**config.mk**
```make
export PLATFORM = sky130hd
export DESIGN_NAME = multicycle_ctrl_unit
export DESIGN_NICKNAME = d
export VERILOG_FILES = /design/src/rtl/ctrl_pkg.sv /design/src/rtl/mem_wait_timer.sv /design/src/rtl/multicycle_ctrl_unit.sv
export SDC_FILE = /design/constraint.sdc
export NUM_CORES = 1
export LEC_CHECK = 0
export ABC_AREA = 0
export BUFFER_PORTS_ARGS = -buffer_cell sky130_fd_sc_hd__buf_2
export CAP_MARGIN = 20
export CORE_MARGIN = 3
export CORE_UTILIZATION = 53
export CTS_CLUSTER_SIZE = 28
export DETAILED_ROUTE_END_ITERATION = 7
export HOLD_SLACK_MARGIN = 0.15
export PLACE_DENSITY_LB_ADDON = 0.25
export SKIP_LAST_GASP = 1
export SLEW_MARGIN = 20
export SYNTH_ARGS = -nofsm -noshare
export SYNTH_HDL_FRONTEND = slang
export SYNTH_SLANG_ARGS = --single-unit
```
**constraint.sdc**
```tcl
create_clock -name clk -period 3.2 [get_ports clk]
set_input_delay 0.16 -clock clk [delete_from_list [all_inputs] [get_ports clk]]
set_output_delay 0.16 -clock clk [all_outputs]
set_load 0.1 [all_outputs]
```
**src/rtl/ctrl_pkg.sv**
```systemverilog
// Shared encodings for the multicycle control unit: opcodes, FSM states
// and the datapath mux/ALU select codes driven by the controller.
package ctrl_pkg;

    localparam int unsigned OP_BITS = 3;

    localparam logic [2:0] OP_R    = 3'b000;
    localparam logic [2:0] OP_SLTI = 3'b001;
    localparam logic [2:0] OP_J    = 3'b010;
    localparam logic [2:0] OP_JAL  = 3'b011;
    localparam logic [2:0] OP_LW   = 3'b100;
    localparam logic [2:0] OP_SW   = 3'b101;
    localparam logic [2:0] OP_BEQ  = 3'b110;
    localparam logic [2:0] OP_ADDI = 3'b111;

    typedef enum logic [2:0] {
        S_IDLE,
        S_FETCH,
        S_DECODE,
        S_EXEC,
        S_MEM,
        S_WB,
        S_TRAP
    } state_t;

    localparam logic [1:0] ALU_FUNCT = 2'b00;
    localparam logic [1:0] ALU_SUB   = 2'b01;
    localparam logic [1:0] ALU_SLT   = 2'b10;
    localparam logic [1:0] ALU_ADD   = 2'b11;

    localparam logic [1:0] DST_RT = 2'b00;
    localparam logic [1:0] DST_RD = 2'b01;
    localparam logic [1:0] DST_R7 = 2'b10;

    localparam logic [1:0] M2R_ALUOUT = 2'b00;
    localparam logic [1:0] M2R_MDR    = 2'b01;
    localparam logic [1:0] M2R_PC     = 2'b10;

    localparam logic [1:0] SRCB_RT     = 2'b00;
    localparam logic [1:0] SRCB_CONST2 = 2'b01;
    localparam logic [1:0] SRCB_IMM    = 2'b10;
    localparam logic [1:0] SRCB_IMM_SH = 2'b11;

    localparam logic [1:0] PCSRC_ALU    = 2'b00;
    localparam logic [1:0] PCSRC_ALUOUT = 2'b01;
    localparam logic [1:0] PCSRC_JUMP   = 2'b10;

endpackage

```
**src/rtl/mem_wait_timer.sv**
```systemverilog
// Counts consecutive memory wait cycles; expired flags the wait cycle that
// would bring the count up to TIMEOUT. TIMEOUT of 0 never expires.
module mem_wait_timer #(
    parameter int unsigned TIMEOUT = 15
) (
    input  logic clk,
    input  logic rst_n,
    input  logic clear,
    input  logic en,
    output logic expired
);

    localparam int unsigned CW = (TIMEOUT > 0) ? $clog2(TIMEOUT + 1) : 1;
    localparam logic [CW-1:0] LAST = CW'((TIMEOUT > 0) ? TIMEOUT - 1 : 0);

    logic [CW-1:0] count;

    // Wait counter: cleared whenever the controller is not waiting, saturating at LAST
    always_ff @(posedge clk or negedge rst_n) begin
        if (!rst_n) begin
            count <= '0;
        end else if (clear) begin
            count <= '0;
        end else if (en && (count != LAST)) begin
            count <= count + CW'(1);
        end
    end

    assign expired = (TIMEOUT != 0) && en && (count == LAST);

endmodule

```
**src/rtl/multicycle_ctrl_unit.sv**
```systemverilog
// Multicycle control FSM: sequences fetch/decode/execute/memory/write-back
// over a shared memory port, stalls on mem_ready, traps on illegal opcodes
// and memory timeouts.
module multicycle_ctrl_unit
    import ctrl_pkg::*;
#(
    parameter int          OPCODE_W = 3,
    parameter int unsigned TIMEOUT  = 15
) (
    input  logic                clk,
    input  logic                rst_n,
    input  logic [OPCODE_W-1:0] opcode,
    input  logic                mem_ready,
    output logic                pc_write,
    output logic                pc_write_cond,
    output logic [1:0]          pc_source,
    output logic                ir_write,
    output logic                iord,
    output logic                mem_read,
    output logic                mem_write,
    output logic                reg_write,
    output logic [1:0]          reg_DST,
    output logic [1:0]          mem_to_reg,
    output logic                ALU_src_A,
    output logic [1:0]          ALU_src_B,
    output logic [1:0]          ALU_op,
    output logic                illegal_op,
    output logic                bus_err,
    output logic                busy
);

    state_t     state;
    logic [2:0] op_q;
    logic       opcode_legal;
    logic       waiting;
    logic       timed_out;

    assign opcode_legal = ((opcode >> OP_BITS) == '0);
    assign waiting      = ((state == S_FETCH) || (state == S_MEM)) && !mem_ready;

    mem_wait_timer #(
        .TIMEOUT(TIMEOUT)
    ) u_timer (
        .clk    (clk),
        .rst_n  (rst_n),
        .clear  (!waiting),
        .en     (waiting),
        .expired(timed_out)
    );

    // State sequencing, opcode capture and sticky trap flags
    always_ff @(posedge clk or negedge rst_n) begin
        if (!rst_n) begin
            state      <= S_IDLE;
            op_q       <= '0;
            illegal_op <= 1'b0;
            bus_err    <= 1'b0;
        end else begin
            case (state)
                S_IDLE: state <= S_FETCH;
                S_FETCH: begin
                    if (mem_ready) begin
                        state <= S_DECODE;
                    end else if (timed_out) begin
                        state   <= S_TRAP;
                        bus_err <= 1'b1;
                    end
                end
                S_DECODE: begin
                    op_q <= opcode[2:0];
                    if (!opcode_legal) begin
                        state      <= S_TRAP;
                        illegal_op <= 1'b1;
                    end else begin
                        state <= S_EXEC;
                    end
                end
                S_EXEC: begin
                    case (op_q)
                        OP_LW, OP_SW:                state <= S_MEM;
                        OP_R, OP_ADDI, OP_SLTI:      state <= S_WB;
                        default:                     state <= S_FETCH;
                    endcase
                end
                S_MEM: begin
                    if (mem_ready) begin
                        state <= (op_q == OP_LW) ? S_WB : S_FETCH;
                    end else if (timed_out) begin
                        state   <= S_TRAP;
                        bus_err <= 1'b1;
                    end
                end
                S_WB:    state <= S_FETCH;
                S_TRAP:  state <= S_TRAP;
                default: state <= S_IDLE;
            endcase
        end
    end

    // Datapath control decode from the current state and captured opcode
    always_comb begin
        pc_write      = 1'b0;
        pc_write_cond = 1'b0;
        pc_source     = PCSRC_ALU;
        ir_write      = 1'b0;
        iord          = 1'b0;
        mem_read      = 1'b0;
        mem_write     = 1'b0;
        reg_write     = 1'b0;
        reg_DST       = DST_RT;
        mem_to_reg    = M2R_ALUOUT;
        ALU_src_A     = 1'b0;
        ALU_src_B     = SRCB_RT;
        ALU_op        = ALU_FUNCT;
        busy          = (state != S_IDLE) && (state != S_TRAP);
        case (state)
            S_FETCH: begin
                mem_read  = 1'b1;
                ALU_src_B = SRCB_CONST2;
                ALU_op    = ALU_ADD;
                if (mem_ready) begin
                    ir_write  = 1'b1;
                    pc_write  = 1'b1;
                    pc_source = PCSRC_ALU;
                end
            end
            S_DECODE: begin
                ALU_src_B = SRCB_IMM_SH;
                ALU_op    = ALU_ADD;
            end
            S_EXEC: begin
                case (op_q)
                    OP_R: begin
                        ALU_src_A = 1'b1;
                    end
                    OP_LW, OP_SW, OP_ADDI: begin
                        ALU_src_A = 1'b1;
                        ALU_src_B = SRCB_IMM;
                        ALU_op    = ALU_ADD;
                    end
                    OP_SLTI: begin
                        ALU_src_A = 1'b1;
                        ALU_src_B = SRCB_IMM;
                        ALU_op    = ALU_SLT;
                    end
                    OP_BEQ: begin
                        ALU_src_A     = 1'b1;
                        ALU_op        = ALU_SUB;
                        pc_write_cond = 1'b1;
                        pc_source     = PCSRC_ALUOUT;
                    end
                    OP_J: begin
                        pc_write  = 1'b1;
                        pc_source = PCSRC_JUMP;
                    end
                    default: begin
                        pc_write   = 1'b1;
                        pc_source  = PCSRC_JUMP;
                        reg_write  = 1'b1;
                        reg_DST    = DST_R7;
                        mem_to_reg = M2R_PC;
                    end
                endcase
            end
            S_MEM: begin
                iord      = 1'b1;
                mem_read  = (op_q == OP_LW);
                mem_write = (op_q == OP_SW);
            end
            S_WB: begin
                reg_write = 1'b1;
                case (op_q)
                    OP_R:    reg_DST    = DST_RD;
                    OP_LW:   mem_to_reg = M2R_MDR;
                    default: begin
                        reg_DST    = DST_RT;
                        mem_to_reg = M2R_ALUOUT;
                    end
                endcase
            end
            default: ;
        endcase
    end

endmodule

```
### After elaboration in Yosys (flattened, before gate mapping)

Index checks and enable logic that the tools add are counted.

* register bits after elaboration: 11
* input port bits: 6
* output and inout port bits: 21
* word-level logic and storage cells: 74

* add/sub/neg operators: 1
* equality and inequality tests: 16
* mux-type cells: 32
* bitwise operators: 1
* reduce and logical (&&, ||, !) cells: 20

Operators by type and width (count)
* == test 3 bit, second input constant: 7
* case mux 3 bit (6 select lines): 1
* case mux 2 bit (2 select lines): 4
* 2-to-1 mux 1 bit: 12
* 2-to-1 mux 3 bit: 4
* case mux 2 bit (3 select lines): 2
* == test 3 x 2 -> 1 bit, second input constant: 3
* 2-to-1 mux 4 bit: 2
* OR reduction 2 bit: 4
* OR reduction 7 bit: 1
* == test 3 x 1 -> 1 bit, second input constant: 2
* zero test 3 bit: 2
* 2-to-1 mux 2 bit: 3
* case mux 1 bit (2 select lines): 3
* case mux 3 bit (2 select lines): 1
* OR reduction 3 bit: 2
* OR reduction 6 bit: 1
* OR reduction 5 bit: 1
* adder 4 x 1 -> 4 bit, second input constant: 1
* == test 4 bit, second input constant: 1
* logical AND 1 bit: 4
* != test 4 bit, second input constant: 1
* OR reduction 4 bit: 1
* != test 3 bit, second input constant: 1
* 6 further kinds: 6

### Longest topological paths before layout

* word-level depth: 7
* depth in mapped cells: 5
* mapped depth without buffers: 5

### Hierarchy

From an unflattened synthesis, not the netlist that was laid out.

* cell total of the unflattened synthesis: 93
* area, all modules: 860.8 um^2

By module, submodules not included
* multicycle_ctrl_unit: times used 1, cells an instance 69, area an instance 606.8 um^2
* mem_wait_timer: times used 1, cells an instance 24, area an instance 254.0 um^2

### Worst setup path after synthesis

No wires, ideal clock.

* kind: flip-flop to output port
* from: register state[0]
* to: output port ALU_src_A
* data arrival time: 2.750 ns
* path slack: 0.290 ns
* cell stages (with the launch flop): 4
* cells stage by stage: dfrtp_1 > buf_4 > nand2_1 > nor3_1

* longest elaborated chain between the ends: 2

RTL lines
* start, declared: line multicycle_ctrl_unit.sv:32 `state_t state;`
* start signal, assigned: line multicycle_ctrl_unit.sv:87 `state <= (op_q == OP_LW) ? S_WB : S_FETCH;`
* == test 3 x 2 -> 1 bit: line multicycle_ctrl_unit.sv:116 `case (state)`
* 2-to-1 mux 1 bit: line multicycle_ctrl_unit.sv:116
* end, declared: line multicycle_ctrl_unit.sv:24 `output logic ALU_src_A,`

Every way passes these cells.

### Worst setup path after layout

* from: register state[0]
* to: output port pc_write

* longest elaborated chain between the ends: 2
* elaborated cells between the ends (all ways): 3
* those cells by class: eq/ne (2); mux (1)

RTL lines
* == test 3 x 2 -> 1 bit or == test 3 x 1 -> 1 bit (tied branches): line multicycle_ctrl_unit.sv:116
* case mux 1 bit (2 select lines) (*): line multicycle_ctrl_unit.sv:116
* end, declared: line multicycle_ctrl_unit.sv:14 `output logic pc_write,`

Mark *: on every way between the ends. The rest lies on a longest branch, timed or not.

==> impl_results.md <==
* Post-synth top area share at 33.28%
* Die footprint at 0.002070 sq mm
* Num CTS Buffers at 3
* Placed insts at 126
* Longest Clk Path Bufs at 2
* CTS root buf: clkbuf_4
* Startpoint class of the critical path: flop
* CTS tree: built
* R2r setup slk at 1.76 ns
* Layout Skew at 0.007665 ns
* DP HPWL at 1236 microns
* Detailed Routing Iterations Pass 1 at 3
* RSZ-0062 raised after global routing: false
* Cell Rows at 13
* Minimum clock period at 2.124 ns
* Critical path peak fanout at 17
* Hold-critical path endpoint: state[2]
* Mapped Avg Cell Area at 8.798 sq um
* Top post-synthesis cells by area: dfrtp_1 33%, buf_4 4.5%, a21oi_1 4.2%
* Die width at 45.50 microns
* H-Tree Depth at 1
* Endpoints failing hold at 0
* Outcome: finished clean
* DR vias/cell at 5.619
* Clock slew at reported path FFs at 0.07 ns
* Number of distinct library cells after synthesis at 43
* Yosys top cell by area: dfrtp_1
* Layout Area Growth over Synthesis at 19.06%
* Drt wl/cell at 12.97 microns
* Total track usage at 18.06%
* Final setup fails at 0
* Initial core utilization at 59.82%
* WL final at 1738 microns
* Gpl congestion at 0.7337
* CTS sink count at 11
* Core Box Area at 0.001383 sq mm
* Via Count at 753
* Largest net degree at the start of global routing at 18
* Vias in the first global route at 613
* Initial drt markers at 11
* GRT Residual Overflow at 0
* Clk_lat worst skew at 0.27 ns
* Global-route wire length before repair at 2732 microns
* Initial antenna violation count at 0
* ANT nets after route at 0
* # diodes at 0
* EDFF count, synth at 0
* Period utilisation layout at 66.39%
* Ys Warns at 0
* Sequential share of the synthesized area at 33.28%
* RR Endpoint: op_q[1]
* Crit. End Element: output port
* R2r startpoint: state[1]
* Fin Setup TNS at 0 ns
* Post-synth net total at 102
* Netlist Area Pre-Place at 827.0 sq um
* Main synth FF type: dfrtp_1
* Data required, critical path at 3.04 ns
* Crit Path Category: reg2out
* Slew Viols, Final at 0
* Non-Filler Instances at 134
* Number of port buffers at 25
* FF+latch count, synth at 11
* Fin nets at 128
* Fmax at 0.4707 GHz
* CTS resizes at 0
* Least-Margin Pin Slew at 0.5540 ns
* Maxcap violations at 0
* Worst hold path type: in2reg
* R2R depth at 3
* Hold_sp: mem_ready
* Die height at 45.50 microns
* Ys async rst share at 100.0%
* IO Pins at 27
* DRC at 0
* Data arrival, critical path at 1.96 ns
* Cells after Synth at 94
* Hold Crit Depth at 2
* Normalized max-slew margin at 63.07%
* Layout cells sized above 1 at 31.93%
[cell type report]
type	instances	area, sq um
multi-input cells	72	488.0
well taps	15	18.77
fillers	102	397.9
inverters	3	11.26
repair buffers	29	165.2
flip-flops and latches	11	275.3
clock buffers	4	26.28
[worst max-delay path, stage by stage (launching register included)]
cell	delay (ns)
dfrtp_1	0.70
nor3b_2	0.33
and2_4	0.17
or2_1	0.08
buf_2	0.41
[cells in the final DEF (no fill, tap or decap), types with 4 or more instances in the layout]
cell type,synthesis,final
buf_2,3,25
dlygate4sd3_1,0,4
nor2_1,9,9
dfrtp_1,11,11
a21oi_1,7,7
nand2_1,6,6
[kinds of logic (layout without fill, tap and decap cells)]
logic type | Yosys count | in the layout | share of synthesized area, %
simple gates | 42 | 42 | 31.92
compound gates | 22 | 22 | 17.40
flops | 11 | 11 | 33.28
buf+inv | 11 | 36 | 7.715
mux | 3 | 3 | 4.084
fa+ha+maj | 2 | 2 | 3.025
xor+xnor | 2 | 2 | 2.118
other cells | 1 | 1 | 0.4534
[state kept, by name, indices dropped and copies added, names as in the netlist]
name	flops
u_timer.count	4
bus_err	1
state	3
op_q	3
[how the worst max path moves through the flow]
stage	start	to	cells after the start
after floorplan	state[0]	ALU_src_A	3
after global placement	state[0]	pc_write	4
after detailed placement	state[0]	pc_write	4
after CTS	state[0]	pc_write	4
after global routing	state[0]	pc_write	4
final	state[0]	pc_write	4
[repair_timing]
| action | 4_1_cts | 5_1_grt |
|---|---|---|
| hold buffers | 4 | 0 |
| setup buffers | 0 | 0 |
| hold endpoints to repair | 14 | 0 |
[per-layer routing]
metal	global-route usage (%)	routed length [microns]	share of wire, %	vias to the layer above
li1	-	-	-	377
met1	23.15	757	44	354
met2	29.53	859	49	18
met3	5.138	94	5.4	4
met4	4.678	26	1.5	0
met5	0	0	0	-
[Yosys cell counts (2+ instances only)]
master and count:
dfrtp_1 11, nor2_1 9, a21oi_1 7, nand2_1 6
buf_4 5, a31oi_1 3, buf_2 3, inv_1 3
mux2_1 3, nand2b_1 3, nand3_1 3, and3_1 2
ha_1 2, nor2b_1 2, nor3_1 2, o21ai_0 2
o21bai_1 2
[stage by stage]
stage,utilization [%],setup slack (ns),instance area (sq um),hold WS [ns]
2_1_floorplan,-,0.2899,827.0,-0.1356
3_3_place_gp,66.43,1.455,918.4,0.03577
3_5_place_dp,66.43,1.395,918.4,0.03896
4_1_cts,71.22,1.100,984.7,0.1769
5_1_grt,71.22,0.9840,984.7,0.1828
6_report,71.22,1.076,984.7,0.1853
Power is left out: the tool's default activity adds up to more than one toggle a clock period on the data nets, which glitch-free logic cannot reach.
